[src/rtl/post_neuron.sv]
// post_neuron: integrate-and-fire neuron at the receiving end of a synapse row.
// It adds the excitatory and inhibitory synapse bits into a saturating membrane
// potential that loses LEAK each cycle. On a threshold crossing it drives a
// multi-cycle post_out pulse to the synapses and then sits out a refractory
// period.
//
// state    | meaning
// ---------+-----------------------------------------------------------
// S_INTEG  | integrating synapse input; inhibit clears, en gates update
// S_FIRE   | post_out high for PULSE_LEN cycles, inputs ignored
// S_REFRAC | refractory hold for REFRAC_LEN cycles, inputs ignored
module post_neuron #(
    parameter int N_SYN      = 16,
    parameter int VW         = 12,
    parameter int THRESH     = 8,
    parameter int LEAK       = 1,
    parameter int PULSE_LEN  = 3,
    parameter int REFRAC_LEN = 4
) (
    input  logic             clk,
    input  logic             rst,
    input  logic             en,
    input  logic [N_SYN-1:0] weight_up,
    input  logic [N_SYN-1:0] weight_down,
    input  logic             inhibit,
    output logic             post_out,
    output logic             spike,
    output logic [VW-1:0]    v_mem,
    output logic             busy
);

    localparam int CW = $clog2(N_SYN + 1);
    localparam int SW = VW + 2;

    localparam logic [2:0] S_INTEG  = 3'b001;
    localparam logic [2:0] S_FIRE   = 3'b010;
    localparam logic [2:0] S_REFRAC = 3'b100;

    // The counter is loaded with length-1 and the phase ends at zero.
    localparam logic [7:0] PULSE_LOAD  = 8'(PULSE_LEN - 1);
    localparam logic [7:0] REFRAC_LOAD = (REFRAC_LEN == 0) ? 8'd0 : 8'(REFRAC_LEN - 1);
    localparam logic [VW-1:0] THRESH_V = VW'(THRESH);

    logic [2:0]           state_q, state_d;
    logic [7:0]           cnt_q, cnt_d;
    logic [VW-1:0]        v_q, v_d;
    logic [CW-1:0]        up_cnt, dn_cnt;
    logic signed [SW-1:0] sum;
    logic [VW-1:0]        v_next;

    // Count the active synapse bits on each side.
    always_comb begin
        up_cnt = '0;
        dn_cnt = '0;
        for (int i = 0; i < N_SYN; i++) begin
            up_cnt = up_cnt + CW'(weight_up[i]);
            dn_cnt = dn_cnt + CW'(weight_down[i]);
        end
    end

    // Signed candidate potential, clamped to [0, 2^VW-1] with no wrap-around.
    always_comb begin
        sum = $signed(SW'(v_q)) + $signed(SW'(up_cnt))
            - $signed(SW'(dn_cnt)) - $signed(SW'(LEAK));
        if (sum[SW-1]) begin
            v_next = '0;
        end else if (|sum[SW-2:VW]) begin
            v_next = '1;
        end else begin
            v_next = sum[VW-1:0];
        end
    end

    // State, counter and potential registers.
    always_ff @(posedge clk) begin
        if (rst) begin
            state_q <= S_INTEG;
            cnt_q   <= '0;
            v_q     <= '0;
        end else begin
            state_q <= state_d;
            cnt_q   <= cnt_d;
            v_q     <= v_d;
        end
    end

    // Next-state logic. Inhibit wins over firing in the same cycle.
    always_comb begin
        state_d = state_q;
        cnt_d   = cnt_q;
        v_d     = v_q;
        case (state_q)
            S_INTEG: begin
                if (inhibit) begin
                    v_d = '0;
                end else if (en) begin
                    if (v_next >= THRESH_V) begin
                        v_d     = '0;
                        cnt_d   = PULSE_LOAD;
                        state_d = S_FIRE;
                    end else begin
                        v_d = v_next;
                    end
                end
            end
            S_FIRE: begin
                v_d = '0;
                if (cnt_q == 8'd0) begin
                    if (REFRAC_LEN == 0) begin
                        state_d = S_INTEG;
                        cnt_d   = 8'd0;
                    end else begin
                        state_d = S_REFRAC;
                        cnt_d   = REFRAC_LOAD;
                    end
                end else begin
                    cnt_d = cnt_q - 8'd1;
                end
            end
            S_REFRAC: begin
                v_d = '0;
                if (cnt_q == 8'd0) begin
                    state_d = S_INTEG;
                end else begin
                    cnt_d = cnt_q - 8'd1;
                end
            end
            default: begin
                state_d = S_INTEG;
                cnt_d   = 8'd0;
                v_d     = '0;
            end
        endcase
    end

    // Outputs decoded from registered state. Spike marks the first FIRE
    // cycle, which is the only one with the counter still at its load value.
    always_comb begin
        post_out = 1'b0;
        spike    = 1'b0;
        busy     = 1'b0;
        case (state_q)
            S_FIRE: begin
                post_out = 1'b1;
                busy     = 1'b1;
                spike    = (cnt_q == PULSE_LOAD);
            end
            S_REFRAC: begin
                busy = 1'b1;
            end
            default: begin
                post_out = 1'b0;
            end
        endcase
        v_mem = v_q;
    end

endmodule

[config.mk]
export PLATFORM = sky130hd
export DESIGN_NAME = post_neuron
export DESIGN_NICKNAME = d
export VERILOG_FILES = /design/src/rtl/post_neuron.sv
export SDC_FILE = /design/constraint.sdc
export NUM_CORES = 1
export LEC_CHECK = 0
export CAP_MARGIN = 40
export CORE_UTILIZATION = 40
export CTS_CLUSTER_DIAMETER = 200
export DETAILED_ROUTE_END_ITERATION = 7
export PLACE_DENSITY = 0.65
export SLEW_MARGIN = 20
export SYNTH_ARGS = -nofsm -noshare
export SYNTH_HDL_FRONTEND = slang
export SYNTH_SLANG_ARGS = --single-unit
[constraint.sdc]
create_clock -name clk -period 7.33 [get_ports clk]
set_input_delay 1.8325 -clock clk [delete_from_list [all_inputs] [get_ports clk]]
set_output_delay 1.8325 -clock clk [all_outputs]
set_load 0.01 [all_outputs]
==> impl_metrics.py, run 1 <==
metrics = {
    "setup_path": {
        "cp_slowest_cell": "fa_1",
        "crit_type": "primary input to flop",
        "endpoint_kind": "flop",
        "reg2reg_depth": 18,
        "startpoint_type": "primary input",
        "cp.depth": 20,
        "critPathBufInv": 4,
        "cpMostUsedCell": "fa_1",
        "cp_top_family": "adder cells",
        "required_ps": 7480,
        "path_max_fanout": 2,
        "cp_cell_sequence": "buf_6 -> fa_1 -> inv_1 -> fa_1 -> inv_1 -> fa_1 -> fa_1 -> fa_1 -> fa_1 -> ha_2 -> inv_2 -> fa_2 -> nor2b_4 -> o31a_4 -> mux2i_1 -> or4b_4 -> or4_4 -> o311a_1 -> o22ai_1 -> a21oi_1",
        "crit_arrival_ps": 7510,
        "max_stage_delay_ps": 550,
    },
    "timing": {
        "rsz0062_at_grt": "true",
        "holdWs_ps": 491,
        "worstMarginPinSlew_ps": 681,
        "setup-tns-final_ps": -84.7,
        "slew_headroom": 0.542,
        "maxSlewViolCount": 0,
        "period_share": 1.00,
        "setup_viol_count_final": 5,
        "fmax_mhz": 136,
        "skew_ps": 3.16,
        "hold_violations": 0,
        "period_needed_ps": 7360,
        "worst_slack_ps": -30.2,
    },
    "floorplan": {
        "die_area_um2": 7880,
        "initial_utilization": 0.415,
        "dieHeight_um": 88.8,
        "die_width_um": 88.8,
        "coreArea_um2": 7250,
        "rows": 31,
        "boundaryPins": 51,
    },
    "power_and_ir_drop": {
        "p_int_uw": 870,
        "pwr-share-seq": 0.090,
        "power_density_nw_per_um2": 420,
        "p_sw_uw": 712,
        "clkPwrFrac": 0.054,
        "swShare": 0.450,
        "share_comb_of_total_power": 0.855,
        "peakVddDrop_mv": 0.316,
        "leakagePower_nw": 1.78,
        "fin_total_pwr_mw": 1.58,
    },
    "clock_tree": {
        "cts-root-buf": "clkbuf_8",
        "htree_levels": 1,
        "cts_buffers": 3,
        "clockBufferDepth": 2,
        "cts.sinks": 23,
        "cts_tree": "built",
        "clk_latency_ps": 270,
        "cts_hold_buffers": 0,
        "clk_pin_slew_ps": 90,
    },
    "status": {
        "outcome": "finished, violations left",
        "violations": "setup timing",
    },
    "synthesis": {
        "ys_ff_latch": 23,
        "synthFlopType": "dfxtp_1",
        "synth_area_um2": 3010,
        "synthArstFlopShare": 0,
        "synthXorXnorAreaFrac": 0.0145,
        "synth_adder_area_share": 0.342,
        "avgSynthCellArea_um2": 8.39,
        "synth_compound_area_frac": 0.166,
        "synth_top_family_by_area": "adder cells",
        "yosys.area_share.simple": 0.191,
        "synth-edff-count": 0,
        "synth_fp_nets": 461,
        "ys.warnings.count": 0,
        "syn_inst": 359,
        "synth.distinct_cells": 63,
        "yosysSeqAreaShare": 0.153,
        "synth.area.mux_share": 0.0104,
    },
    "min_path": {
        "min_path_type": "flop to flop",
        "whs_path_depth": 2,
    },
    "placed_design": {
        "dp_hpwl_mm": 5.23,
        "port_buffers": 50,
        "placed_cell_area_um2": 3670,
        "gp_congestion": 0.877,
        "dp_slack_ps": -761,
    },
    "grt": {
        "antenna_found_initial": 0,
        "gr-total-overflow": 0,
        "grt_usage": 0.171,
        "grt_first_pass_wirelength_mm": 10.7,
        "grt_pass1_vias": 2399,
        "grt_max_degree": 15,
    },
    "flow_run": {
        "drv_cap": 0,
    },
    "route": {
        "first_iter_violations": 67,
        "num_vias": 2562,
        "wl_per_cell_um": 12.3,
        "finalWirelength_mm": 6.41,
        "ant_nets": 0,
        "routed_via_density": 4.93,
        "drt_pass1_iterations": 6,
        "drc": 0,
    },
    "layout": {
        "fillCellCount": 694,
        "final_area_um2": 3770,
        "drive_above_1_share": 0.162,
        "nets": 524,
        "antenna_cells": 0,
        "areaGrowthSynthToFinish_pct": 25.2,
    },
}
[worst min-delay path: cells and delay by family (launching register included)]
family                 cells  cell delay (ps)
buffers and inverters      1               70
and+or+nand+nor            1               50
DFF                        1              330
[metrics by stage]
stage | cells | utilization
floorplan | 359 | -
detailed placement | 511 | 0.506
CTS | 519 | 0.512
global route | 520 | 0.520
finish | 520 | 0.520
global placement | 511 | 0.506
[flip-flops by register name, summed over array words and instances (netlist names)]
signal   cells
cnt_q        8
state_q      3
v_mem       12
[area by class of cell]
type,instances,area (um^2),area share
well taps,99,124,0.0329
inverters,85,319,0.0846
flip-flops and latches,23,460,0.122
clock inverters,1,5.00,0.00133
repair buffers,66,589,0.156
multi-input cells,243,2230,0.592
clock buffers,3,41.3,0.0110
[metal layers]
layer | up-vias | GRT usage | share of wire
li1 | 1321 | - | -
met1 | 1208 | 0.239 | 0.48
met2 | 31 | 0.288 | 0.49
met3 | 2 | 0.0271 | 0.024
met4 | 0 | 0.0176 | 0.0033
met5 | - | 0 | 0
[power groups by stage]
stage	Sequential [mW]	Combinational [mW]	Clock (mW)
after floorplan	0.136	0.850	0
after global placement	0.146	1.20	0
after detailed placement	0.146	1.21	0
after CTS	0.143	1.28	0.0892
after global routing	0.145	1.50	0.0952
final	0.143	1.35	0.0856
[cells by family after synthesis]
logic type               count (synthesis)
AO/OA/AOI/OAI                           68
XOR/XNOR                                 5
adder cells (fa/ha/maj)                 66
buffers and inverters                   93
flip-flops                              23
multiplexers                             3
AND/OR/NAND/NOR                        101
[final timing paths]
check | start | to | slack, ps
worst max-delay path | weight_up[0] | cnt_q[1]$_SDFFE_PP0P_ | -30
worst min-delay path | v_mem[5]$_SDFFE_PP0P_ | v_mem[5]$_SDFFE_PP0P_ | 490
worst min register to register | v_mem[5]$_SDFFE_PP0P_ | v_mem[5]$_SDFFE_PP0P_ | 490
worst max register to register | v_mem[0]$_SDFFE_PP0P_ | cnt_q[1]$_SDFFE_PP0P_ | 1800
[timing repair]
item                                    4_1_cts  5_1_grt
endpoints found under the setup margin       13       13
pin swaps                                    26       12
resized for setup                            49       14
buffers inserted                              4        1
[layout by cell type, fill, tap and decap left out, types with 3 or more instances in the layout]
cell              n
inv_2             6
nor3_1           11
nand2b_1          8
xor2_1            3
nand3b_1          4
a211o_1           3
buf_2             6
or3_1             4
nor4_1            5
nor2_1           21
nand3_1           7
nor2b_1           4
buf_6             5
inv_1            79
and2b_2           3
dfxtp_1          23
clkbuf_8          3
buf_4            16
ha_1             38
a311oi_2          3
a21oi_1          18
fa_1             26
o21ai_0          13
nand2_1          13
clkdlybuf4s50_1  36
[cells in the mapped netlist, types with 5 or more instances]
| master | instances | area, um^2 |
|---|---|---|
| inv_1 | 85 | 319 |
| ha_1 | 39 | 488 |
| fa_1 | 27 | 541 |
| dfxtp_1 | 23 | 460 |
| nor2_1 | 21 | 78.8 |
| a21oi_1 | 20 | 100 |
| nand2_1 | 13 | 48.8 |
| o21ai_0 | 13 | 65.1 |
| nor3_1 | 11 | 55.1 |
| nand2b_1 | 8 | 50.1 |
| nand3_1 | 7 | 35.0 |
| nor4_1 | 5 | 31.3 |
No activity file was read; power rests on OpenSTA's default activity.
==> run 2, diff against run 1 <==
SKIP_LAST_GASP = 1   (was default)
==> run 2 against run 1 <==
  * The flow still finishes with violations (setup timing)
  * Clock-buffer cell count unchanged
  * Design area unchanged
  * Wire length hardly changed
  * Sequential share of layout area unchanged
  * Clock power about the same
  * Sequential cell count unchanged
  * Worst hold slack about the same
  * Sequential power hardly changed
  * First-iteration DRC count decreased by 4.5%
  * Largest cell class unchanged
  * Clock skew barely moved
  * Maximum frequency shrank 0.15%
==> impl_metrics.py, run 2 (synthesis gave the netlist of run 1 again) <==
metrics = {
    "clock_tree": {
        "clk_latency_ps": 270,
        "cts_buffers": 3,
        "htree_levels": 1,
        "clockBufferDepth": 2,
        "cts_tree": "built",
        "clk_pin_slew_ps": 90,
        "cts_hold_buffers": 0,
        "cts-root-buf": "clkbuf_8",
        "cts.sinks": 23,
    },
    "route": {
        "first_iter_violations": 64,
        "ant_nets": 0,
        "drc": 0,
        "drt_pass1_iterations": 4,
        "num_vias": 2558,
        "finalWirelength_mm": 6.41,
        "routed_via_density": 4.92,
        "wl_per_cell_um": 12.3,
    },
    "layout": {
        "largest_reg_flops": 12,
        "final_cell_mix": "inv_1 (79), ha_1 (38), clkdlybuf4s50_1 (36)",
        "antenna_cells": 0,
        "final_common_cell": "inv_1",
        "drive_above_1_share": 0.162,
        "areaGrowthSynthToFinish_pct": 25.2,
        "multi_input_comb_area_um2": 2230,
        "layout.cells.non_filler": 520,
        "fillCellCount": 694,
        "final_area_um2": 3770,
        "regArea_um2": 460,
        "postLayoutCoreUtil": 0.520,
        "nets": 524,
    },
    "placed_design": {
        "placed_cell_area_um2": 3670,
        "place_inst": 511,
        "gp_congestion": 0.877,
        "dp_hpwl_mm": 5.23,
        "port_buffers": 50,
    },
    "setup_path": {
        "cp_top_family": "adder cells",
        "crit_type": "primary input to flop",
        "max_stage_delay_ps": 550,
        "critPathBufInv": 4,
        "cp_cell_sequence": "buf_6 -> fa_1 -> inv_1 -> fa_1 -> inv_1 -> fa_1 -> fa_1 -> fa_1 -> fa_1 -> ha_2 -> inv_2 -> fa_2 -> nor2b_4 -> o31a_4 -> mux2i_1 -> or4b_4 -> or4_4 -> o311a_1 -> nor4_2 -> a41o_1",
        "startpoint_type": "primary input",
        "crit_arrival_ps": 7590,
        "path_max_fanout": 2,
        "cp_slowest_cell": "fa_1",
        "required_ps": 7550,
        "cpMostUsedCell": "fa_1",
        "endpoint_kind": "flop",
    },
    "grt": {
        "grt_usage": 0.171,
        "grt_pass1_vias": 2398,
        "grt_max_degree": 15,
        "antenna_found_initial": 0,
        "gr-total-overflow": 0,
        "grt_first_pass_wirelength_mm": 10.7,
    },
    "status": {
        "outcome": "finished, violations left",
        "violations": "setup timing",
    },
    "floorplan": {
        "dieHeight_um": 88.8,
        "die_area_um2": 7880,
        "boundaryPins": 51,
        "die_width_um": 88.8,
        "coreArea_um2": 7250,
        "rows": 31,
        "initial_utilization": 0.415,
    },
    "timing": {
        "fmax_mhz": 136,
        "setup-tns-final_ps": -120,
        "setup_viol_count_final": 6,
        "worst_slack_ps": -41.2,
        "hold_violations": 0,
        "rsz0062_at_grt": "true",
        "skew_ps": 2.94,
        "worstMarginPinSlew_ps": 681,
        "slew_headroom": 0.542,
        "period_needed_ps": 7370,
        "maxSlewViolCount": 0,
        "period_share": 1.01,
    },
    "power_and_ir_drop": {
        "power_density_nw_per_um2": 420,
        "peakVddDrop_mv": 0.316,
        "leakagePower_nw": 1.78,
    },
    "min_path": {
        "min_path_type": "flop to flop",
    },
    "flow_run": {
        "drv_cap": 0,
    },
}
[run 2: cell counts in the layout (fill, tap and decap cells not counted)]
Identical to the previous run, type by type.
[run 2: area by class of cell]
type	instances	area share
Multi-Input combinational cell	243	0.592
Timing Repair Buffer	66	0.156
Sequential cell	23	0.122
Inverter	85	0.0846
Tap cell	99	0.0329
Clock buffer	3	0.0110
Clock inverter	1	0.00133
[run 2: final timing paths]
path                         start                    end  slack (ps)  cells past startpoint
min reg2reg  v_mem[5]$_SDFFE_PP0P_  v_mem[5]$_SDFFE_PP0P_         490                      2
max                   weight_up[0]  cnt_q[0]$_SDFFE_PP0P_         -40                     20
max reg2reg  v_mem[0]$_SDFFE_PP0P_  cnt_q[0]$_SDFFE_PP0P_        1790                     18
min          v_mem[5]$_SDFFE_PP0P_  v_mem[5]$_SDFFE_PP0P_         490                      2
[run 2: power breakdown]
group	internal (mW)	leakage (nW)	switching, mW	total [mW]
registers	0.131	0.185	0.0119	0.143
clock network	0.0381	0.0255	0.0474	0.0855
logic	0.701	1.57	0.653	1.35
[run 2: through the flow]
stage / setup WS [ps] / power [mW] / hold WS [ps]
6_report: -41.2 / 1.58 / 491
4_1_cts: -291 / 1.52 / 497
5_1_grt: -200 / 1.74 / 520
2_1_floorplan: -68.1 / 0.986 / 469
3_3_place_gp: -755 / 1.35 / 481
3_5_place_dp: -761 / 1.35 / 479
[run 2: tightest hold or removal path, stage by stage (launching register included)]
cell	delay (ps)
dfxtp_1	330
inv_1	70
nor3_1	50
[run 2: what timing repair did]
action	in CTS	in global routing
pin swaps	25	12
gates resized for setup	49	14
hold endpoints to repair	0	0
setup buffers	4	1
endpoints found under the setup margin	13	13
[run 2: per-layer routing]
| layer | routed length, um | global-route usage | up-vias |
|---|---|---|---|
| met1 | 3090 | 0.239 | 1204 |
| met4 | 21 | 0.0176 | 0 |
| li1 | - | - | 1321 |
| met5 | 0 | 0 | - |
| met3 | 163 | 0.0271 | 2 |
| met2 | 3130 | 0.288 | 31 |
==> run 3, diff against run 2 <==
CORE_UTILIZATION = 49   (was 40)
PLACE_DENSITY = 0.78   (was 0.65)
TNS_END_PERCENT = 30   (was default)
==> run 3 against run 2 <==
  * The run still ends with setup timing left
  * Design area decreased by 1.2%
  * Non-clock buffer count decreased by 1
  * Maximum frequency decreased by 0.94%
  * First-iteration DRC count decreased by 19%
  * Die area decreased by 18%
  * Clock power about the same
  * Critical path depth increased by 1
  * Clock-buffer cell count unchanged
  * Critical path type unchanged
  * Largest power group unchanged
  * Highest routed layer unchanged
==> impl_metrics.py, run 3 (synthesis gave the netlist of run 1 again) <==
metrics = {
    "status": {
        "outcome": "finished, violations left",
        "violations": "setup timing",
    },
    "layout": {
        "postLayoutCoreUtil": 0.629,
        "regArea_um2": 460,
        "antenna_cells": 0,
        "areaGrowthSynthToFinish_pct": 23.7,
        "drive_above_1_share": 0.162,
        "final_common_cell": "inv_1",
        "multi_input_comb_area_um2": 2240,
        "largest_reg_flops": 12,
        "fillCellCount": 526,
        "nets": 523,
        "final_cell_mix": "inv_1 (77), ha_1 (38), clkdlybuf4s50_1 (36)",
    },
    "min_path": {
        "whs_path_depth": 2,
        "min_path_type": "flop to flop",
        "min_to": "v_mem[8]$_SDFFE_PP0P_",
        "hold_start": "v_mem[8]$_SDFFE_PP0P_",
    },
    "floorplan": {
        "initial_utilization": 0.508,
        "dieHeight_um": 80.4,
        "die_area_um2": 6460,
        "die_width_um": 80.4,
        "boundaryPins": 51,
        "coreArea_um2": 5920,
        "rows": 28,
    },
    "timing": {
        "maxSlewViolCount": 0,
        "setup_viol_count_final": 6,
        "skew_ps": 7.21,
        "period_needed_ps": 7440,
        "fmax_mhz": 134,
        "worstMarginPinSlew_ps": 541,
        "rsz0062_at_grt": "true",
        "worst_slack_ps": -112,
        "holdWs_ps": 496,
        "period_share": 1.02,
        "hold_violations": 0,
        "slew_headroom": 0.638,
    },
    "route": {
        "first_iter_violations": 52,
        "num_vias": 2601,
        "ant_nets": 0,
        "wl_per_cell_um": 12.6,
        "finalWirelength_mm": 6.23,
        "drc": 0,
        "routed_via_density": 5.25,
        "drt_pass1_iterations": 6,
    },
    "setup_path": {
        "startpoint_type": "primary input",
        "regToRegSetupSlack_ps": 1740,
        "crit_arrival_ps": 7630,
        "worstReg2RegEnd": "cnt_q[4]$_SDFFE_PP0P_",
        "required_ps": 7520,
        "crit_type": "primary input to flop",
        "endpoint_kind": "flop",
        "r2r-start": "v_mem[0]$_SDFFE_PP0P_",
        "path_max_fanout": 6,
        "reg2reg_depth": 20,
    },
    "clock_tree": {
        "clk_pin_slew_ps": 90,
        "htree_levels": 1,
        "clockBufferDepth": 2,
        "cts_tree": "built",
        "cts_buffers": 3,
        "clk_latency_ps": 280,
        "cts_hold_buffers": 0,
        "cts-root-buf": "clkbuf_8",
        "cts.sinks": 23,
    },
    "flow_run": {
        "drv_cap": 0,
    },
    "power_and_ir_drop": {
        "power_density_nw_per_um2": 430,
        "leakagePower_nw": 1.77,
        "peakVddDrop_mv": 0.331,
    },
    "grt": {
        "gr-total-overflow": 0,
        "grt_pass1_vias": 2359,
        "grt_max_degree": 15,
        "grt_usage": 0.198,
        "antenna_found_initial": 0,
        "grt_first_pass_wirelength_mm": 10.2,
    },
    "placed_design": {
        "gp_congestion": 0.854,
        "dp_hpwl_mm": 5.02,
        "port_buffers": 50,
    },
}
==> run 3: cell types whose count changed in the layout (fill, tap and decap cells not counted), sizes merged <==
| cell | before | now |
|---|---|---|
| buf | 27 | 26 |
==> run 3: where the power goes <==
part	internal [mW]	switching, mW
Clock	0.0382	0.0473
Sequential	0.131	0.0120
Combinational	0.698	0.677
==> run 3: critical path: stages <==
cell      delay, ps
buf_2           110
fa_1            550
fa_1            450
fa_1            530
inv_2            40
fa_1            570
fa_1            440
fa_1            520
ha_2            200
inv_2            40
fa_2            370
nor2b_4         130
o31a_4          130
buf_4           120
buf_6            90
o221a_4         190
o311ai_4         90
or4_4           580
o311ai_4        280
nand2_4         130
a311oi_2        250
==> run 3: cell type report <==
type / instances / area share
Tap cell: 75 / 0.0252
Clock buffer: 3 / 0.0111
Timing Repair Buffer: 65 / 0.152
Clock inverter: 1 / 0.00134
Inverter: 85 / 0.0857
Multi-Input combinational cell: 243 / 0.601
Sequential cell: 23 / 0.124
==> run 3: repair_timing <==
item / 4_1_cts / 5_1_grt
hold endpoints to repair: 0 / 0
setup endpoints to repair: 13 / 13
buffers inserted: 2 / 2
pin swaps: 21 / 18
resized for setup: 52 / 12
==> run 3: through the flow <==
stage | worst slack, ps | cell area, um^2 | std cells | TNS [ps] | total power, mW
floorplan | -68.1 | 3010 | 359 | -179 | 0.986
global placement | -754 | 3640 | 487 | -8260 | 1.34
detailed placement | -780 | 3640 | 487 | -8370 | 1.35
CTS | -339 | 3670 | 493 | -2000 | 1.49
global route | -274 | 3720 | 495 | -2230 | 1.75
finish | -112 | 3720 | 495 | -574 | 1.60
==> run 3: layer usage <==
layer,wire [um],vias up,global-route usage
met3,196,3,0.0330
li1,-,1317,-
met4,16,0,0.0196
met1,2940,1244,0.267
met5,0,-,0
met2,3070,37,0.341
==> run 3: worst max path at each step <==
stage / from / end / depth (start not counted) / slack (ps)
after global routing: weight_up[0] / cnt_q[6]$_SDFFE_PP0P_ / 23 / -270
after floorplan: weight_down[11] / cnt_q[0]$_SDFFE_PP0P_ / 20 / -70
after detailed placement: weight_down[11] / cnt_q[0]$_SDFFE_PP0P_ / 21 / -780
final: weight_down[9] / cnt_q[4]$_SDFFE_PP0P_ / 21 / -110
after global placement: weight_down[11] / cnt_q[0]$_SDFFE_PP0P_ / 21 / -750
after CTS: weight_up[0] / cnt_q[2]$_SDFFE_PP0P_ / 20 / -340
